File: config.mk
export PLATFORM = sky130hd
export DESIGN_NAME = perf_counter_bank_flat
export DESIGN_NICKNAME = d
export VERILOG_FILES = /design/src/rtl/perf_pkg.sv /design/src/rtl/perf_counter_bank_if.sv /design/src/rtl/perf_counter.sv /design/src/rtl/perf_counter_bank.sv /design/src/flat_wrapper.sv
export SDC_FILE = /design/constraint.sdc
export NUM_CORES = 2
export LEC_CHECK = 0
export ABC_AREA = 1
export CAP_MARGIN = 20
export CORE_UTILIZATION = 38
export CTS_CLUSTER_SIZE = 8
export DETAILED_ROUTE_END_ITERATION = 6
export SYNTH_ARGS = -nofsm -noshare
export SYNTH_HDL_FRONTEND = slang
export SYNTH_SLANG_ARGS = --single-unit
File: constraint.sdc
create_clock -name clk -period 2.91 [get_ports clk]
set_input_delay 0.582 -clock clk [delete_from_list [all_inputs] [get_ports clk]]
set_output_delay 0.582 -clock clk [all_outputs]
set_load 0.05 [all_outputs]
File: src/rtl/perf_pkg.sv
// rtl/perf_pkg.sv - shared indices, sizes and state encoding for the perf counter bank
package perf_pkg;

  localparam int NUM_CNT = 12;

  typedef enum logic [3:0] {
    IDX_CYCLES  = 4'd0,
    IDX_COMMIT  = 4'd1,
    IDX_I_REQ   = 4'd2,
    IDX_I_HIT   = 4'd3,
    IDX_D_REQ   = 4'd4,
    IDX_D_HIT   = 4'd5,
    IDX_BR      = 4'd6,
    IDX_BR_MISS = 4'd7,
    IDX_J       = 4'd8,
    IDX_J_MISS  = 4'd9,
    IDX_STALL   = 4'd10,
    IDX_BUBBLE  = 4'd11
  } perf_idx_e;

  typedef enum logic {
    COUNT  = 1'b0,
    FROZEN = 1'b1
  } perf_state_e;

endpackage

File: src/rtl/perf_counter_bank_if.sv
// rtl/perf_counter_bank_if.sv - snapshot read request/acknowledge port
interface perf_counter_bank_if #(
  parameter int CNT_W = 32
);
  logic             rd_req;
  logic [3:0]       rd_sel;
  logic             rd_ack;
  logic [CNT_W-1:0] rd_data;

  modport master (output rd_req, output rd_sel, input rd_ack, input rd_data);
  modport slave  (input rd_req, input rd_sel, output rd_ack, output rd_data);
endinterface

File: src/rtl/perf_counter.sv
// rtl/perf_counter.sv - one event counter with sticky overflow; PERF_SATURATE_EN selects saturate vs wrap
module perf_counter #(
  parameter int CNT_W = 32
) (
  input  logic             clk,
  input  logic             rst,
  input  logic             inc,
  input  logic             clr,
  input  logic             hold,
  output logic [CNT_W-1:0] cnt_nxt,
  output logic             ovf
);

  logic [CNT_W-1:0] cnt_q, cnt_d;
  logic             ovf_q, ovf_d;

  always_comb begin
    cnt_d = cnt_q;
    ovf_d = ovf_q;
    if (clr) begin
      cnt_d = '0;
      ovf_d = 1'b0;
    end else if (inc && !hold) begin
      if (&cnt_q) begin
        ovf_d = 1'b1;
`ifdef PERF_SATURATE_EN
        cnt_d = cnt_q;
`else
        cnt_d = '0;
`endif
      end else begin
        cnt_d = cnt_q + CNT_W'(1);
      end
    end
  end

  always_ff @(posedge clk) begin
    if (!rst) begin
      cnt_q <= '0;
      ovf_q <= 1'b0;
    end else begin
      cnt_q <= cnt_d;
      ovf_q <= ovf_d;
    end
  end

  // The snapshot file samples the post-update value, so the next value is exported.
  assign cnt_nxt = cnt_d;
  assign ovf     = ovf_q;

endmodule

File: src/rtl/perf_counter_bank.sv
// rtl/perf_counter_bank.sv - event counter bank with freeze, atomic snapshot and read port
module perf_counter_bank
  import perf_pkg::*;
#(
  parameter int CNT_W = 32
) (
  input  logic                clk,
  input  logic                rst,
  input  logic                en,
  input  logic [10:0]         evt,
  input  logic                halt,
  input  logic                snap,
  input  logic                clear,
  perf_counter_bank_if.slave  rd,
  output logic                frozen,
  output logic [NUM_CNT-1:0]  ovf
);

  perf_state_e        state_q, state_d;
  logic               load;
  logic [NUM_CNT-1:0] inc_vec;
  logic [CNT_W-1:0]   cnt_nxt [NUM_CNT];
  logic [CNT_W-1:0]   snap_q  [NUM_CNT];
  logic [CNT_W-1:0]   snap_d  [NUM_CNT];
  logic               rd_ack_q, rd_ack_d;
  logic [CNT_W-1:0]   rd_data_q, rd_data_d;
  logic [CNT_W-1:0]   rd_val;
  logic               accept;

  always_comb begin
    state_d = state_q;
    load    = snap;
    if (clear) begin
      state_d = COUNT;
    end else if (state_q == COUNT && halt) begin
      state_d = FROZEN;
      load    = 1'b1;
    end
  end

  // Counter 0 counts cycles, so its event input is tied high.
  always_comb begin
    inc_vec = {evt, 1'b1} & {NUM_CNT{en}};
  end

  for (genvar k = 0; k < NUM_CNT; k++) begin : g_cnt
    perf_counter #(.CNT_W(CNT_W)) u_cnt (
      .clk     (clk),
      .rst     (rst),
      .inc     (inc_vec[k]),
      .clr     (clear),
      .hold    (state_q == FROZEN),
      .cnt_nxt (cnt_nxt[k]),
      .ovf     (ovf[k])
    );
  end

  always_comb begin
    for (int i = 0; i < NUM_CNT; i++) begin
      snap_d[i] = load ? cnt_nxt[i] : snap_q[i];
    end
  end

  // Reads see the registered snapshot, so a load in the same cycle is not yet visible.
  always_comb begin
    rd_val = '0;
    for (int i = 0; i < NUM_CNT; i++) begin
      if (rd.rd_sel == 4'(i)) begin
        rd_val = snap_q[i];
      end
    end
  end

  always_comb begin
    accept    = rd.rd_req && !rd_ack_q;
    rd_ack_d  = accept;
    rd_data_d = accept ? rd_val : rd_data_q;
  end

  always_ff @(posedge clk) begin
    if (!rst) begin
      state_q   <= COUNT;
      rd_ack_q  <= 1'b0;
      rd_data_q <= '0;
      for (int i = 0; i < NUM_CNT; i++) begin
        snap_q[i] <= '0;
      end
    end else begin
      state_q   <= state_d;
      rd_ack_q  <= rd_ack_d;
      rd_data_q <= rd_data_d;
      for (int i = 0; i < NUM_CNT; i++) begin
        snap_q[i] <= snap_d[i];
      end
    end
  end

  assign frozen     = (state_q == FROZEN);
  assign rd.rd_ack  = rd_ack_q;
  assign rd.rd_data = rd_data_q;

endmodule

File: src/flat_wrapper.sv
// flat-port wrapper written by rule: the top's interface ports become plain ports
module perf_counter_bank_flat import perf_pkg::*;
#(
  parameter int CNT_W = 32
)
  (clk, rst, en, evt, halt, snap, clear, frozen, ovf, rd_rd_req, rd_rd_sel, rd_rd_ack, rd_rd_data);
  perf_counter_bank_if #(.CNT_W(CNT_W)) rd_i ();
  input  logic clk;
  input  logic rst;
  input  logic en;
  input  logic [10:0] evt;
  input  logic halt;
  input  logic snap;
  input  logic clear;
  output logic frozen;
  output logic [NUM_CNT-1:0] ovf;
  input wire logic [$bits(rd_i.rd_req)-1:0] rd_rd_req;
  input wire logic [$bits(rd_i.rd_sel)-1:0] rd_rd_sel;
  output wire logic [$bits(rd_i.rd_ack)-1:0] rd_rd_ack;
  output wire logic [$bits(rd_i.rd_data)-1:0] rd_rd_data;
  assign rd_i.rd_req = rd_rd_req;
  assign rd_i.rd_sel = rd_rd_sel;
  assign rd_rd_ack = rd_i.rd_ack;
  assign rd_rd_data = rd_i.rd_data;
  perf_counter_bank #(.CNT_W(CNT_W)) u_core (.clk(clk), .rst(rst), .en(en), .evt(evt), .halt(halt), .snap(snap), .clear(clear), .rd(rd_i), .frozen(frozen), .ovf(ovf));
endmodule
# --- After elaboration in Yosys (flattened, before gate mapping) ---
# Memories as Yosys holds them, arrays and structs flattened.
# Index checks and enable logic that the tools add are counted.
totals:
  register_bits: 430
  mem_bits_rw: 384
  input_bits: 22
  out_inout_bits: 46
  wordCells: 184
  n_memories: 1
mem_list:
  columns: ["name", "depth", "word_bits", "read_ports", "rd_ports_with_merged_regs", "wr", "line_no", "source"]
  rows:
  - ["u_core.snap_q", 12, 32, 12, 0, 12, "perf_counter_bank.sv:23", "logic [CNT_W-1:0] snap_q [NUM_CNT];"]
classes:
  add_sub_neg: 12
  n_eq_ne: 11
  muxes: 76
  bitwise_logic: 15
  n_reduce_logical: 42
ops:
  columns: ["operator", "count"]
  rows:
  - ["$mux W32", 72]
  - ["$reduce_and A33 Y1", 12]
  - ["$add A32 B1 Y32 const B", 12]
  - ["$reduce_and A32 Y1", 12]
  - ["$eq A4 B3 Y1 const B", 4]
  - ["$eq A4 B4 Y1 const B", 4]
  - ["$logic_and A1 B1 Y1", 14]
  - ["$and A12 B12 Y12", 1]
  - ["$or A1 B1 Y1", 12]
  - ["$eq A4 B2 Y1 const B", 2]
  - ["$eq A4 B1 Y1 const B", 1]
  - ["$logic_not A4 Y1", 1]
  - ["$mux W1", 4]
  - ["$logic_not A1 Y1", 2]
  - ["$not A1 Y1", 2]
  - ["$reduce_or A2 Y1", 1]

# --- Longest topological paths before layout ---
logic_depth:
  ltp_word: 13
  ltp_mapped: 14
  mapped_depth_nobuf: 14

# --- Modules after synthesis ---
# From an unflattened synthesis, not the netlist that was laid out.
unflattened:
  cells_unflattened: 6484
  hier_area_um2: 42172.9
modules_own_cells:
  columns: ["mod", "instances", "cells_each", "area_per_inst_um2", "seq_area_each_um2"]
  rows:
  - ["perf_counter (u_core.g_cnt[0].u_cnt ...)", 11, 334, 2085.8, 660.6]
  - ["perf_counter_bank", 1, 2479, 17164.0, 8368.0]
  - ["perf_counter (u_core.g_cnt[9].u_cnt)", 1, 331, 2065.7, 660.6]

# --- Worst setup path before layout ---
# OpenSTA, ideal clock, no wires.
synth_timing:
  kind: "register to register"
  from: "reg u_core.state_q, in the netlist u_core.frozen"
  to: "mem u_core.snap_q[4][14], in the netlist u_core.snap_q[0][142]"
  setup_time_ns: 0.087
  arrival_ns: 2.234
  required_ns: 2.823
  path_slack_ns: 0.589
  stages_incl_launch_ff: 10
  path_buffers: 3
  synth_period_minus_slack_ns: 2.321
  cell_sequence: "dfxtp_1 > buf_4 > nor3_1 > nor2_1 > inv_1 > nor2_1 > clkbuf_1 > clkbuf_1 > nand2_1 > o31ai_1"
synth_rtl:
  columns: ["element", "line_no", "source"]
  rows:
  - ["start, declared", "perf_counter_bank.sv:19", "perf_state_e state_q, state_d;"]
  - ["start signal, assigned", "perf_counter_bank.sv:89", "state_q <= state_d;"]
  - ["end, declared", "perf_counter_bank.sv:23", null]

# --- Worst setup path after layout ---
layout_timing:
  from: "reg u_core.state_q, in the netlist u_core.frozen"
  to: "out frozen"
layout_rtl:
  columns: ["element", "line_no", "source"]
  rows:
  - ["end, declared", "flat_wrapper.sv:15", "output logic frozen;"]
# No word-level cell between the ends.

==> qor.yml <==
outcome:
  status: "complete, no violations"
power_and_ir_drop:
  p_sw_w: 0.00632
  finalPower_w: 0.0250
  ir_drop_mv: 0.462
  powerDensity_nw_per_um2: 531
  leakage_nw: 18.0
  switching_share: 0.252
  clkPwrFrac: 0.470
  power_frac_seq: 0.462
  p_int_w: 0.0187
  combinationalPowerShare: 0.068
layout:
  n_antenna_cell: 0
  final_cell_area_sq_um: 47200
  regArea_sq_um: 16300
  drive_above_1_share: 0.0834
  fillers: 10869
  fin_util: 0.454
  area_growth_pct: 17.9
  layout.nets: 6355
  multi_input_area_sq_um: 20600
yosys:
  synth_most_common_cell: "nand2_1"
  netlist_area_sq_um: 40000
  yosys-top-cells-count: "1,675 x nand2_1, 814 x dfxtp_1, 814 x nor2_1"
  synth_edf_count: 0
  syn_inst: 6088
  synth_area_leaders: "dfxtp_1 41%, nand2_1 16%, nor2_1 7.6%"
  ys.flop_type: "dfxtp_1"
  ys_seq_area_frac: 0.407
  syn-num-nets: 6122
  syn_avg_cell_area_sq_um: 6.58
  ys_ff_latch: 814
  yosysTopAreaCell: "dfxtp_1"
  synth_warnings: 0
  async_flop_share: 0
  synth_cell_types: 48
  synth_top_area_frac: 0.407
setup_path:
  critPathTopFamily: "buffers and inverters"
  r2r-end: "u_core.snap_q[0][208]$_SDFFE_PN0P_"
  max_stage_delay_ps: 910
  worstPathMaxFanout: 5
  rr_worst_depth: 12
  cp.arrival_ps: 2250
  crit_path_end_kind: "output port"
  cpMaxStageDelayCell: "clkdlybuf4s50_1"
  r2r_start: "u_core.frozen$_SDFFE_PP0P_"
  crit_buf_inv: 1
  worstPathRequired_ps: 2330
  path_depth: 1
  critPathLaunchType: "register"
  crit_type: "reg2out"
  path_cells: "clkdlybuf4s50_1"
  startpoint: "u_core.frozen$_SDFFE_PP0P_"
  reg2reg_setup_slack_ps: 320
global_route:
  grt_max_degree: 183
  antenna_found_initial: 2
  grt_pass1_vias: 37327
  track_usage: 0.278
  grt_pass1_wl_microns: 229000
  grt_overflow: 0
placed_design:
  port_buffers: 67
  gp_congestion: 1.05
  placed_area_sq_um: 44200
  dp_slack_ps: -276
  dp_hpwl_microns: 115000
route:
  totalWireLength_microns: 152000
  met1_length_microns: 73900
  dr.pass1.iters: 6
  drtAntennaViolNets: 0
  first_iter_violations: 4801
  routedWlPerCell_microns: 19.7
  drc_errors: 0
  dr_wl_met2_microns: 59500
  top_layer_used: "met4"
  via_count: 41229
  met3_length_microns: 14600
  via_per_inst: 5.34
sta:
  worstMarginPinSlew_ps: 839
  slew_headroom: 0.439
  min_period_ps: 2830
  slew_violations: 0
  hold_viol: 0
  finalCritPeriodShare: 0.974
  rsz0062_at_grt: "false"
  setup_viol: 0
  clock_skew_ps: 38.6
  worst_slack_ps: 75.9
  max_clock_freq_mhz: 353
hold_path:
  min_path_type: "in2reg"
  hold_start: "rst"
  holdPathStages: 3
  hold_end: "u_core.rd.rd_data[6]$_SDFFE_PN0P_"
job:
  cap_violations: 0
clocking:
  numCtsBuffers: 112
  cts_tree: "done"
  cts.htree.levels: 3
  clock_sinks: 814
  cts-root-buf: "clkbuf_16"
  post_cts_resize_count: 0
  clock_latency_ps: 700
  postCtsHoldBufs: 0
  postCtsSetupBuffers: 0
  path_clk_slew_ps: 50
  clockBufferDepth: 3
die:
  die_x_microns: 327
  die_area_sq_um: 107000
  boundaryPins: 68
  core_area_sq_um: 104000
  start_util: 0.385
  fp.dieH_microns: 327
  rows: 118
==> cells in the final DEF (no fill, tap or decap), drive strengths merged <==
| cell | synthesis | final |
|---|---|---|
| nor3b | 2 | 2 |
| nor4 | 41 | 41 |
| clkinv | 4 | 5 |
| xnor2 | 27 | 27 |
| o21bai | 10 | 10 |
| o22ai | 34 | 34 |
| a22oi | 2 | 2 |
| nand2 | 1680 | 1680 |
| nand3b | 15 | 15 |
| nand4 | 219 | 219 |
| ha | 12 | 12 |
| a21boi | 1 | 1 |
| a31o | 6 | 6 |
| dfxtp | 814 | 814 |
| o221ai | 6 | 6 |
| a211oi | 4 | 4 |
| nor3 | 202 | 202 |
| xor2 | 96 | 96 |
| o22a | 3 | 3 |
| clkbuf | 222 | 121 |
| or2 | 41 | 41 |
| o211ai | 64 | 64 |
| o31ai | 12 | 12 |
| clkdlybuf4s50 | 0 | 65 |
| nor2 | 832 | 832 |
| a21oi | 210 | 210 |
| and2 | 2 | 2 |
| a2bb2oi | 1 | 1 |
| o21a | 7 | 7 |
| a21o | 3 | 3 |
| a22o | 3 | 3 |
| inv | 563 | 568 |
| o21ai | 414 | 414 |
| buf | 36 | 312 |
| nand3 | 499 | 499 |
| o2111ai | 1 | 1 |
==> logic make-up (layout without fill, tap and decap cells) <==
kind of cell | count (synthesis) | in the layout | share of synthesized area
flip-flops | 814 | 814 | 0.407
AND/OR/NAND/NOR | 3533 | 3533 | 0.377
adder cells (fa/ha/maj) | 12 | 12 | 0.00375
AO/OA/AOI/OAI | 781 | 781 | 0.107
buffers and inverters | 825 | 1071 | 0.0788
XOR/XNOR | 123 | 123 | 0.0269
==> worst register-to-register path, cell delays in order (launching register included) <==
cell,delay (ps)
dfxtp_1,470
buf_4,280
nor2_2,380
nand3_1,160
nor2_1,160
nand2_1,100
nor2_1,140
nand2_1,140
nor2_1,150
nand2_1,80
xor2_1,140
nand2_1,130
o21ai_0,160
==> final cells by class <==
type,count,area share
clock inverters,6,0.00167
clock buffers,121,0.0610
multi-input cells,4449,0.437
flip-flops and latches,814,0.345
repair buffers,377,0.0726
inverters,567,0.0456
well taps,1380,0.0366
==> through the flow <==
stage / hold WS, ps / setup TNS (ps) / cells
final: 293 / 0 / 7714
after floorplan: 418 / 0 / 6088
after global routing: 293 / 0 / 7714
after detailed placement: 436 / -10420 / 7587
after global placement: 434 / -5880 / 7587
after CTS: 260 / 0 / 7714
==> power by group through the flow <==
stage | combinational, W | clock (W) | sequential, W
after floorplan | 0.000892 | 0 | 0.0117
after global placement | 0.00167 | 0 | 0.0118
after detailed placement | 0.00168 | 0 | 0.0118
after CTS | 0.00169 | 0.0119 | 0.0115
after global routing | 0.00184 | 0.0124 | 0.0116
final | 0.00171 | 0.0118 | 0.0116
==> state kept, by name, summed over array words and instances (netlist names) <==
signal,count
u_core.g_cnt.u_cnt.cnt_q,384
u_core.g_cnt.u_cnt.ovf,12
u_core.rd.rd_ack,1
u_core.snap_q,384
u_core.frozen,1
u_core.rd.rd_data,32
==> worst max-delay path by stage <==
stage / endpoint
after CTS: frozen
final: frozen
after detailed placement: u_core.snap_q[0][208]$_SDFFE_PN0P_
after global routing: frozen
after floorplan: u_core.snap_q[0][142]$_SDFFE_PN0P_
after global placement: u_core.snap_q[0][208]$_SDFFE_PN0P_
==> per-layer routing <==
layer | GRT usage | vias to the layer above
met5 | 0 | -
met4 | 0.0782 | 0
met3 | 0.0559 | 179
met2 | 0.381 | 1581
met1 | 0.430 | 19137
li1 | - | 20332
Power figures use the tool's default switching activity.
